<file path="src/rtl/red_pitaya_sort_scheduler.sv">
// Time-ordered sort scheduler: queues absolute deadlines (ts + delay) and
// drives a sort pulse of programmable length when each deadline is reached.
// A deadline reached while the pulse is high retriggers it (merge, no gap).
// Optional feature macro: SORT_SCHED_HOLDOFF_EN adds cfg_holdoff_i, which sets
// the minimum low time between pulses; without it the gap is one cycle.
//
// state | meaning
// IDLE  | queue empty, output low
// WAIT  | head queued, deadline not reached yet
// FIRE  | sort pulse high, duration counter running
// GAP   | minimum low time after a pulse
module red_pitaya_sort_scheduler #(
  parameter int AW = 3,
  parameter int CW = 32
) (
  input  logic          adc_clk_i,
  input  logic          adc_rstn_i,
  input  logic          req_i,
  input  logic          enable_i,
  input  logic          clear_i,
  input  logic [CW-1:0] cfg_delay_i,
  input  logic [CW-1:0] cfg_duration_i,
`ifdef SORT_SCHED_HOLDOFF_EN
  input  logic [CW-1:0] cfg_holdoff_i,
`endif
  output logic          sort_trig_o,
  output logic          busy_o,
  output logic [AW:0]   pending_o,
  output logic [CW-1:0] fired_cnt_o,
  output logic [CW-1:0] merged_cnt_o,
  output logic [CW-1:0] dropped_cnt_o
);

  localparam int DEPTH = 1 << AW;

  typedef enum logic [1:0] {S_IDLE, S_WAIT, S_FIRE, S_GAP} state_e;

  state_e        state_q, state_d;
  logic [CW-1:0] cnt_q, cnt_d;
  logic          trig_q, trig_d;
  logic [CW-1:0] ts_q;
  logic [AW-1:0] wr_ptr_q, rd_ptr_q;
  logic [AW:0]   count_q;
  logic [CW-1:0] mem_q [DEPTH];
  logic [CW-1:0] fired_q, merged_q, dropped_q;

  logic [CW-1:0]        delay_eff, gap_len, head;
  logic signed [CW-1:0] lag_s;
  logic                 reached, push_req, push, drop, pop, merge, idle_next, can_dispatch;
  logic                 unused_delay_msb;

  // The delay MSB is forced to 0 so a deadline is never more than half the
  // timestamp range ahead, which keeps the sign-based reached test unambiguous.
  assign unused_delay_msb = cfg_delay_i[CW-1];
  assign delay_eff        = {1'b0, cfg_delay_i[CW-2:0]};

`ifdef SORT_SCHED_HOLDOFF_EN
  assign gap_len = (cfg_holdoff_i == '0) ? CW'(1) : cfg_holdoff_i;
`else
  assign gap_len = CW'(1);
`endif

  // Wrap-safe deadline test on the queue head; late entries count as reached.
  assign head    = mem_q[rd_ptr_q];
  assign lag_s   = $signed(ts_q - head);
  assign reached = (count_q != '0) && (lag_s >= $signed(CW'(0)));

  // Queue admission: a full queue still accepts a push when a pop frees a slot.
  always_comb begin
    push_req = req_i & enable_i;
    push     = push_req && ((count_q != (AW+1)'(DEPTH)) || pop);
    drop     = push_req && (count_q == (AW+1)'(DEPTH)) && !pop;
  end

  // Next-state, pop and duration/gap counter control.
  always_comb begin
    state_d      = state_q;
    cnt_d        = cnt_q;
    pop          = 1'b0;
    merge        = 1'b0;
    idle_next    = 1'b0;
    can_dispatch = (state_q == S_IDLE) || (state_q == S_WAIT) ||
                   ((state_q == S_GAP) && (cnt_q <= CW'(1)));
    if (state_q == S_FIRE) begin
      if (reached) begin
        pop   = 1'b1;
        merge = 1'b1;
        if (cfg_duration_i != '0) begin
          cnt_d = cfg_duration_i;
        end else begin
          state_d = S_GAP;
          cnt_d   = gap_len;
        end
      end else if (cnt_q <= CW'(1)) begin
        state_d = S_GAP;
        cnt_d   = gap_len;
      end else begin
        cnt_d = cnt_q - CW'(1);
      end
    end else if (can_dispatch) begin
      pop       = reached;
      idle_next = reached ? ((count_q == (AW+1)'(1)) && !push_req) : (count_q == '0);
      if (reached && (cfg_duration_i != '0)) begin
        state_d = S_FIRE;
        cnt_d   = cfg_duration_i;
      end else begin
        state_d = idle_next ? S_IDLE : S_WAIT;
      end
    end else begin
      cnt_d = cnt_q - CW'(1);
    end
    trig_d = (state_d == S_FIRE);
  end

  // Queue storage; contents need no reset because occupancy is tracked by count_q.
  always_ff @(posedge adc_clk_i) begin
    if (push && !clear_i) mem_q[wr_ptr_q] <= ts_q + delay_eff;
  end

  // Timestamp, queue pointers, FSM, pulse register and saturating statistics.
  always_ff @(posedge adc_clk_i or negedge adc_rstn_i) begin
    if (!adc_rstn_i) begin
      ts_q      <= '0;
      wr_ptr_q  <= '0;
      rd_ptr_q  <= '0;
      count_q   <= '0;
      state_q   <= S_IDLE;
      cnt_q     <= '0;
      trig_q    <= 1'b0;
      fired_q   <= '0;
      merged_q  <= '0;
      dropped_q <= '0;
    end else begin
      ts_q <= ts_q + CW'(1);
      if (clear_i) begin
        wr_ptr_q  <= '0;
        rd_ptr_q  <= '0;
        count_q   <= '0;
        state_q   <= S_IDLE;
        cnt_q     <= '0;
        trig_q    <= 1'b0;
        fired_q   <= '0;
        merged_q  <= '0;
        dropped_q <= '0;
      end else begin
        if (push) wr_ptr_q <= wr_ptr_q + AW'(1);
        if (pop)  rd_ptr_q <= rd_ptr_q + AW'(1);
        count_q <= count_q + (AW+1)'(push) - (AW+1)'(pop);
        state_q <= state_d;
        cnt_q   <= cnt_d;
        trig_q  <= trig_d;
        if (pop   && (fired_q   != '1)) fired_q   <= fired_q   + CW'(1);
        if (merge && (merged_q  != '1)) merged_q  <= merged_q  + CW'(1);
        if (drop  && (dropped_q != '1)) dropped_q <= dropped_q + CW'(1);
      end
    end
  end

  assign sort_trig_o   = trig_q;
  assign busy_o        = (state_q != S_IDLE) || (count_q != '0);
  assign pending_o     = count_q;
  assign fired_cnt_o   = fired_q;
  assign merged_cnt_o  = merged_q;
  assign dropped_cnt_o = dropped_q;

endmodule

</file>
<file path="config.mk">
export PLATFORM = sky130hd
export DESIGN_NAME = red_pitaya_sort_scheduler
export DESIGN_NICKNAME = d
export VERILOG_FILES = /design/src/rtl/red_pitaya_sort_scheduler.sv
export SDC_FILE = /design/constraint.sdc
export NUM_CORES = 1
export LEC_CHECK = 0
export CAP_MARGIN = 20
export CORE_ASPECT_RATIO = 0.8
export CORE_MARGIN = 8
export CORE_UTILIZATION = 55
export DETAILED_ROUTE_END_ITERATION = 8
export PLACE_DENSITY = 0.76
export SLEW_MARGIN = 20
export SYNTH_ARGS = -nofsm -noshare
export SYNTH_HDL_FRONTEND = slang
export SYNTH_SLANG_ARGS = --single-unit
</file>
<file path="constraint.sdc">
create_clock -name adc_clk_i -period 13.8 [get_ports adc_clk_i]
set_clock_uncertainty 0.05 [all_clocks]
set_input_delay 2.76 -clock adc_clk_i [delete_from_list [all_inputs] [get_ports adc_clk_i]]
set_output_delay 2.76 -clock adc_clk_i [all_outputs]
set_load 0.05 [all_outputs]
</file>
=== Word-level counts from Yosys, hierarchy flattened ===
Memory sizes are Yosys's and may differ from the RTL's.
Index checks and enable logic that the tools add are counted.

* Bits in registers: 173
* Latch bits: 0
* Memory bits (writable): 256
* Bits in read-only memories: 0
* Input port bits: 69
* Output and inout port bits: 102
* Word-level logic and storage cells: 98
* Memories kept: 1

{| class="wikitable"
|+ Memory list
! name !! depth !! bits a word !! read ports !! clocked after memory_dff !! wr ports !! line !! source
|-
| mem_q || 8 || 32 || 1 || 0 || 1 || 44 || <nowiki>logic [CW-1:0] mem_q [DEPTH];</nowiki>
|}

* $add $sub $neg: 11
* Multipliers: 0
* Div/mod/pow operators: 0
* Magnitude comparators: 2
* Equality and inequality tests: 11
* Shifts and indexed selects: 0
* Muxes and demuxes: 34
* Bitwise gates (word level): 1
* Reduce and logical (&&, ||, !) cells: 28

{| class="wikitable"
|+ Operators by type and width
! cell !! number
|-
| 32-bit two-way mux || 13
|-
| 32-bit by 1-bit adder with 32-bit output, second input constant || 4
|-
| 32-bit != test, second input constant || 3
|-
| 32-bit by 31-bit adder with 32-bit output || 1
|-
| 32-bit by 1-bit greater-or-equal comparator with 1-bit output, second input constant || 1
|-
| 32-bit by 1-bit less-or-equal comparator with 1-bit output, second input constant || 1
|-
| 32-bit nonzero test || 1
|-
| 32-bit by 1-bit subtractor with 32-bit output, second input constant || 1
|-
| 32-bit subtractor || 1
|-
| 2-bit two-way mux || 7
|-
| 3-bit two-way mux || 4
|-
| 2-bit nonzero test || 6
|-
| 1-bit logical AND || 11
|-
| 1-bit two-way mux || 9
|-
| 3-bit by 1-bit adder with 3-bit output, second input constant || 2
|-
| 2-bit == test, second input constant || 3
|-
| 4-bit by 1-bit adder with 4-bit output || 1
|-
| 4-bit by 1-bit == test with 1-bit output, second input constant || 1
|-
| 4-bit == test, second input constant || 1
|-
| 4-bit logical NOT || 1
|-
| 1-bit logical OR || 4
|-
| 4-bit two-way mux || 1
|-
| 4-bit by 2-bit != test with 1-bit output, second input constant || 1
|-
| 4-bit != test, second input constant || 1
|-
| other kinds (6) || 8
|}

=== Depth between registers and ports, before layout ===
Gate-level depths: netlist (run 1).
An unclocked memory read counts as a cell.

* Depth after elaboration: 11
* Gate-level depth with buffers: 21
* Gate-level depth less buffers: 17

=== Worst setup path after synthesis (run 1) ===
OpenSTA, ideal clock, no wires.

* Path kind: reg-to-reg
* Start point: register rd_ptr_q[0]
* End point: memory mem_q[1][0], enable pin
* Setup time: 0.501 ns
* Arrival time: 7.089 ns
* Data required time: 13.249 ns
* Setup slack: 6.159 ns
* Cell stages (with the launch flop): 16
* Path buffers: 4
* Clock period less this slack: 7.641 ns
* Cells stage by stage: dfrtp_1 buf_2 buf_1 mux4_2 mux2i_1 ha_1 nand4_1 or2_2 a2111oi_0 a211oi_2 xnor2_1 buf_2 a21oi_2 or2_1 buf_2 nor4_1

* Word-level cells in the longest chain between the ends: 11
* Elaborated cells on any way between the ends: 12
* Classes of those cells: add/sub (1); order compare (1); mux (5); reduce/logical (4); memory (1)

{| class="wikitable"
|+ Ends and longest elaborated chain
! item !! line !! source
|-
| from (decl) || 42 || <nowiki>logic [AW-1:0] wr_ptr_q, rd_ptr_q;</nowiki>
|-
| from (signal assigned) || 147 || <nowiki>if (pop) rd_ptr_q <= rd_ptr_q + AW'(1);</nowiki>
|-
| memory read 8 x 32 bit (*) || n/a ||
|-
| 32-bit subtractor (*) || 65 || <nowiki>assign lag_s = $signed(ts_q - head);</nowiki>
|-
| 32-bit by 1-bit greater-or-equal comparator with 1-bit output (*) || 66 || <nowiki>assign reached = (count_q != '0) && (lag_s >= $signed(CW'(0)));</nowiki>
|-
| 1-bit logical AND (*) || 66 ||
|-
| 1-bit two-way mux, on equally long branches || 100, 85 ||
|-
| 1-bit two-way mux (*) || 84 || <nowiki>if (state_q == S_FIRE) begin</nowiki>
|-
| 1-bit logical OR (*) || 71 || <nowiki>push = push_req && ((count_q != (AW+1)'(DEPTH)) || pop);</nowiki>
|-
| 1-bit logical AND (*) || 71 ||
|-
| 1-bit logical AND (*) || 117 || <nowiki>if (push && !clear_i) mem_q[wr_ptr_q] <= ts_q + delay_eff;</nowiki>
|-
| 1-bit two-way mux (*) || 117 ||
|-
| 1-bit two-way mux (not written as such) (*) || 117 ||
|-
| to (decl) || 44 ||
|}

Every way passes the cells marked *; elsewhere a longest branch is shown, timed or not.

=== Final worst setup path (run 1) ===
* Start point: register rd_ptr_q[0]
* End point: memory mem_q[3][26], enable pin

The elaborated chain is that of the path after synthesis.

==> out/qor.txt, run 1 <==
Worst Path Class, Setup = reg -> reg
Hold_sp = ts_q[24]
Reg2Reg Depth = 15
DR iter-0 viols = 1611
Number of setup violations in the final report = 0
Arrival time at the worst endpoint = 6670 ps
Syn avg cell area = 12.5 sq um
CTS sink count = 429
Row cnt = 64
Max-cap check violation count = 0
Antenna diode count = 0
Slowest CP cell = dfrtp_4
Post-route ant nets = 0
DR pass1 iterations = 5
Crit-path max FO = 38
Die W = 236 um
Vias in the first global route = 15200
Outcome = finished clean
HP Class = reg -> reg
Clock buffer count from CTS = 44
Post-synth top flop = edfxtp_1
Fmax = 0.153 GHz
Synth top area share = 36.0%
Dpl ws = 7090 ps
Minimum clock period = 6550 ps
Crit end category = flop
Final setup margin = 7250 ps
Initial Util = 55.9%
Final worst-path cycle share = 47.5%
Final nets = 2007
Synth top area cells = edfxtp_1 36%, dfrtp_1 20%, mux4_2 6.7%
Fraction of layout cells with a size suffix above 1 = 11.2%
# DRC = 0
Total setup buffers inserted after CTS = 0
Top cell by count, worst path = buf_4
Synthesized Nets = 1851
Register area share after synthesis = 56.2%
Tightest Pin Transition = 1130 ps
TritonCTS clock tree = done
HPWL Detailed = 34.9 mm
Cells after synthesis = 1705
Slew Viols, Final = 0
Warnings, synthesis = 0
Routed WL per cell = 22.6 um
Count of unique library cells instantiated by Yosys = 87
Peak supply drop = 0.000141 V
Worst EP required = 13920 ps
Largest area contributor in the netlist = edfxtp_1
Max Buffers Root-to-Sink = 3
WL final = 53.9 mm
Largest net degree at the start of global routing = 100
Placer congestion estimate = 0.867
Area of the die = 45500 sq um
Worst R2R Start = rd_ptr_q[0]
Via density = 6.36
Htree depth = 2
Hold depth = 1
R2R setup slack = 7250 ps
GRT Overall Usage = 23.2%
Port Buffers = 169
Power Total = 0.00366 W
Post-CTS sizing = 0
Synthesized area = 21400 sq um
Leak = 9.14 nW
Via Count = 15200
Slew HR = 24.8%
Clock Latency Late Sink = 560 ps
Die Span Y = 192 um
WHS Endpoint = ts_q[24]
Post-synth EDFFs = 256
Hold buffer count at cts = 0
Antenna violations before repair = 0
Num ports = 171
GRT Residual Overflow = 0
Yosys reg bits = 429
RSZ-0062 raised after global routing = no
Max incr delay on CP = 820 ps
Power Density = 146 nW/um^2
Core area = 38300 sq um
Hold Fails Final Rpt = 0
Area Overhead vs Synth = 17.4%
R2r endpoint = mem_q[3][26]
Ys async rst share = 40.3%
CTS Root Cell = clkbuf_16
Critical path cell sequence = buf_4, mux4_2, mux2i_1, ha_1, o21ai_0, nor2_1, nor3_1, o211ai_1, a211oi_2, xnor2_2, buf_4, a21oi_2, or2_1, nor4_2, buf_4
First-pass GRT wire length = 84.4 mm
Setup TNS = 0 ps
Worst setup SP type = flop
Reg clk slew, reported paths = 60 ps
cell type report:
class,instances,area (sq um)
clock buffers,55,1180
clock inverters,24,322
fillers,2768,13200
inverters,41,154
multi-input cells,1158,8970
flip-flops and latches,429,12000
well taps,495,619
repair buffers,187,1830
worst max-delay path: cells and delay by family (launching register included):
family / cells / cell delay, ps
buffers and inverters: 3 / 1660
AOI/OAI and AO/OA: 4 / 1160
and+or+nand+nor: 4 / 1140
DFF: 1 / 820
muxes: 2 / 800
adders and majority gates: 1 / 270
xor gates and xnor gates: 1 / 180
Yosys cell counts, types with 7 or more instances:
cell type,count
inv_1,41
o21bai_1,9
xor2_1,47
o21ai_0,38
o41ai_1,7
a211oi_1,12
and2_1,7
mux2i_1,34
or2_2,10
mux2_2,12
and4_1,7
xnor2_1,73
nor2b_1,13
a31oi_1,7
dfrtp_1,173
nand3_1,71
o31ai_1,24
and3_1,25
nand2b_1,7
a21o_1,14
nand4_1,39
nor4_1,41
or3_1,23
clkbuf_1,52
buf_1,9
nand2_1,114
o21a_1,9
nor3_1,33
a221oi_1,7
buf_2,13
edfxtp_1,256
mux4_2,64
o311ai_0,7
o211ai_1,20
or4_1,25
a21oi_1,89
nor2_1,109
ha_1,75
worst max-delay path by stage:
stage                         from            to  slack (ps)  depth (start not counted)
global placement    cfg_delay_i[4]  mem_q[4][30]        7140                         11
global route           rd_ptr_q[0]  mem_q[3][26]        6740                         15
CTS                    rd_ptr_q[0]  mem_q[3][26]        7130                         15
detailed placement  cfg_delay_i[0]  mem_q[7][30]        7090                         13
floorplan              rd_ptr_q[0]   mem_q[1][0]        6160                         15
finish                 rd_ptr_q[0]  mem_q[3][26]        7250                         15
state kept, by name, indices dropped and copies added, names as in the netlist:
name           flops
mem_q            256
cnt_q             32
ts_q              32
pending_o          4
state_q            2
fired_cnt_o       32
sort_trig_o        1
merged_cnt_o      32
wr_ptr_q           3
dropped_cnt_o     32
rd_ptr_q           3
report_power, final:
part           switching, W  internal (W)  total, W
clock              0.000500      0.000741   0.00124
sequential        0.0000885       0.00142   0.00151
combinational      0.000543      0.000364  0.000907
total               0.00113       0.00253   0.00366
metrics by stage:
| stage | instances | utilization, % | cell area (sq um) | hold WS, ps |
|---|---|---|---|---|
| floorplan | 1705 | - | 21400 | 432 |
| global placement | 2310 | 61.6 | 23600 | 471 |
| detailed placement | 2310 | 61.6 | 23600 | 480 |
| CTS | 2389 | 65.5 | 25100 | 497 |
| global route | 2389 | 65.6 | 25100 | 512 |
| finish | 2389 | 65.6 | 25100 | 499 |
cell usage in the layout (no fill, tap or decap), types with 7 or more instances in the layout:
cell             synthesis  layout
edfxtp_1               256     256
dfrtp_1                173     170
clkdlybuf4s50_1          0     167
nand2_1                114     114
nor2_1                 109     109
a21oi_1                 89      89
ha_1                    75      75
xnor2_1                 73      72
nand3_1                 71      71
mux4_2                  64      64
xor2_1                  47      47
clkbuf_16                0      44
inv_1                   41      41
nand4_1                 39      39
o21ai_0                 38      38
nor4_1                  41      37
mux2i_1                 34      34
nor3_1                  33      29
and3_1                  25      25
or4_1                   25      25
o31ai_1                 24      24
or3_1                   23      23
o211ai_1                20      20
buf_4                    1      19
a21o_1                  14      14
nor2b_1                 13      13
a211oi_1                12      12
mux2_2                  12      12
or2_2                   10      10
o21bai_1                 9       9
o21a_1                   9       9
clkinv_2                 0       8
and4_1                   7       7
a221oi_1                 7       7
a31oi_1                  7       7
nand2b_1                 7       7
and2_1                   7       7
bufinv_16                0       7
clkbuf_1                52       7
logic make-up after synthesis:
| logic type | Yosys count | share of synthesized area (%) |
|---|---|---|
| AO/OA/AOI/OAI | 303 | 9.65 |
| buffers and inverters | 118 | 2.24 |
| adder cells (fa/ha/maj) | 77 | 4.58 |
| AND/OR/NAND/NOR | 548 | 13.5 |
| multiplexers | 110 | 8.96 |
| flip-flops | 429 | 56.2 |
| XOR/XNOR | 120 | 4.92 |
metal layers:
| layer | global-route usage [%] | share of wire [%] | vias up |
|---|---|---|---|
| met4 | 7.33 | 2.6 | 0 |
| met2 | 36.5 | 46 | 599 |
| met5 | 0 | 0 | - |
| li1 | - | - | 6889 |
| met3 | 5.17 | 8.3 | 94 |
| met1 | 32.2 | 43 | 7620 |
Power figures use the tool's default switching activity.
==> inputs of run 2 (changes only) <==
- clock period: 13.8 -> 6.8 ns (I/O delays scaled with it)
==> out/qor.txt, run 2 (synthesis results as in run 1) <==
Reg with most FFs = mem_q
Die W = 236 um
Via density = 6.35
Core area = 38300 sq um
# DRC = 0
Minimum clock period = 5630 ps
RSZ-0062 raised after global routing = no
Met3 Use GR = 4.87%
Worst Path Class, Setup = reg -> reg
Die Span Y = 192 um
TritonCTS clock tree = done
Htree depth = 2
Met1 Use GR = 32.8%
HP Class = reg -> reg
Dpl ws = 1160 ps
Hold Fails Final Rpt = 0
Internal = 0.00510 W
Port Buffers = 169
Placed Cells = 2326
Routed WL per cell = 22.5 um
Most frequent cells in the layout = 256 x edfxtp_1, 170 x dfrtp_1, 167 x clkdlybuf4s50_1, 114 x nand2_1, 109 x nor2_1
Slew HR = 35.6%
WL final = 54.1 mm
Num ports = 171
Worst setup SP type = flop
First-pass GRT wire length = 85.4 mm
Final setup margin = 1170 ps
Worst R2R Start = rd_ptr_q[0]
Area Overhead vs Synth = 18.0%
Post-CTS sizing = 0
Switch share = 31.0%
Reg clk slew, reported paths = 60 ps
FILL cells = 2755
Initial Util = 55.9%
WHS = 489 ps
Clock network power share = 32.7%
Hold depth = 1
WHS Endpoint = ts_q[22]
Fraction of layout cells with a size suffix above 1 = 11.6%
Vias in the first global route = 15200
R2R setup slack = 1170 ps
Post-route ant nets = 0
Commonest non-fill, non-tap cell in the layout = edfxtp_1
Reg2Reg Depth = 13
GRT Residual Overflow = 0
Max-cap check violation count = 0
Final worst-path cycle share = 82.8%
Antenna violations before repair = 0
Power Density = 293 nW/um^2
Clock buffer count from CTS = 44
Power Total = 0.00738 W
CTS sink count = 429
Area of the die = 45500 sq um
Crit-path max FO = 22
Hold_sp = ts_q[22]
Peak supply drop = 0.000183 V
Arrival time at the worst endpoint = 6020 ps
Total setup buffers inserted after CTS = 0
Combinational share of power = 25.8%
Number of setup violations in the final report = 0
Clock Latency Late Sink = 560 ps
CTS Root Cell = clkbuf_16
Setup TNS = 0 ps
DR pass1 iterations = 7
Placer congestion estimate = 0.896
Fmax = 0.178 GHz
Outcome = finished clean
Worst setup startpoint = rd_ptr_q[0]
Sequential Power Share = 41.5%
Max Buffers Root-to-Sink = 3
Net Switching = 0.00229 W
Antenna diode count = 0
Number of non-filler instances in the completed layout = 2409
Slew Viols, Final = 0
R2r endpoint = merged_cnt_o[24]
GR Util met2 = 37.5%
Tightest Pin Transition = 966 ps
Worst EP required = 7200 ps
Via Count = 15300
DR iter-0 viols = 1722
GRT Overall Usage = 23.5%
Crit end category = flop
HPWL Detailed = 36.0 mm
Flip-flop count of the largest register after layout = 256
Row cnt = 64
Final nets = 2025
Hold buffer count at cts = 0
Leak = 9.21 nW
Largest net degree at the start of global routing = 82
Global route hottest layer = met2
run 2: changes by cell type in the layout (fill, tap and decap cells not counted), moves of 2 or more:
cell / delta
clkbuf_1: +6
clkinvlp_4: -2
bufinv_16: -2
clkbuf_8: -3
clkinv_2: -2
buf_16: +2
buf_4: +14
clkinv_1: +4
buf_12: +2
run 2: area by class of cell:
| type | instances | area, sq um | area share [%] |
|---|---|---|---|
| clock buffer | 59 | 1190 | 4.71 |
| tap | 495 | 619 | 2.46 |
| timing repair buffer | 205 | 2030 | 8.03 |
| sequential | 429 | 12000 | 47.7 |
| clock inverter | 22 | 244 | 0.967 |
| inverter | 41 | 154 | 0.610 |
| multi-input combinational | 1158 | 8970 | 35.6 |
run 2: critical path: stages, from the launching register on:
cell and delay (ps):
dfrtp_4 730, mux4_2 570, mux2i_1 190, ha_1 280
a211oi_1 220, nor2_1 80, nor3_1 510, o211ai_1 370
a211oi_2 630, xor2_1 140, buf_4 230, or3_1 660
nor4_1 440, mux2_2 380
run 2: worst max path at each step:
stage | end
global route | mem_q[3][30]
finish | merged_cnt_o[24]
global placement | merged_cnt_o[24]
floorplan | mem_q[1][0]
detailed placement | merged_cnt_o[24]
CTS | merged_cnt_o[24]
run 2: layer usage:
layer	part of all wire [%]	wire length, um
met5	0	0
met4	1.9	1040
met3	7.7	4170
met1	44	23600
met2	47	25300
run 2: power by group through the flow:
stage	clock, W	sequential (W)	combinational (W)
after floorplan	0	0.00309	0.00134
after global placement	0	0.00310	0.00180
after detailed placement	0	0.00311	0.00186
after CTS	0.00245	0.00306	0.00188
after global routing	0.00255	0.00308	0.00207
final	0.00241	0.00306	0.00190
run 2: stage by stage:
step | utilization (%) | cell area (sq um)
final | 65.9 | 25200
after global routing | 65.9 | 25200
after CTS | 65.7 | 25200
after detailed placement | 62.0 | 23700
after global placement | 62.0 | 23700
after floorplan | - | 21400
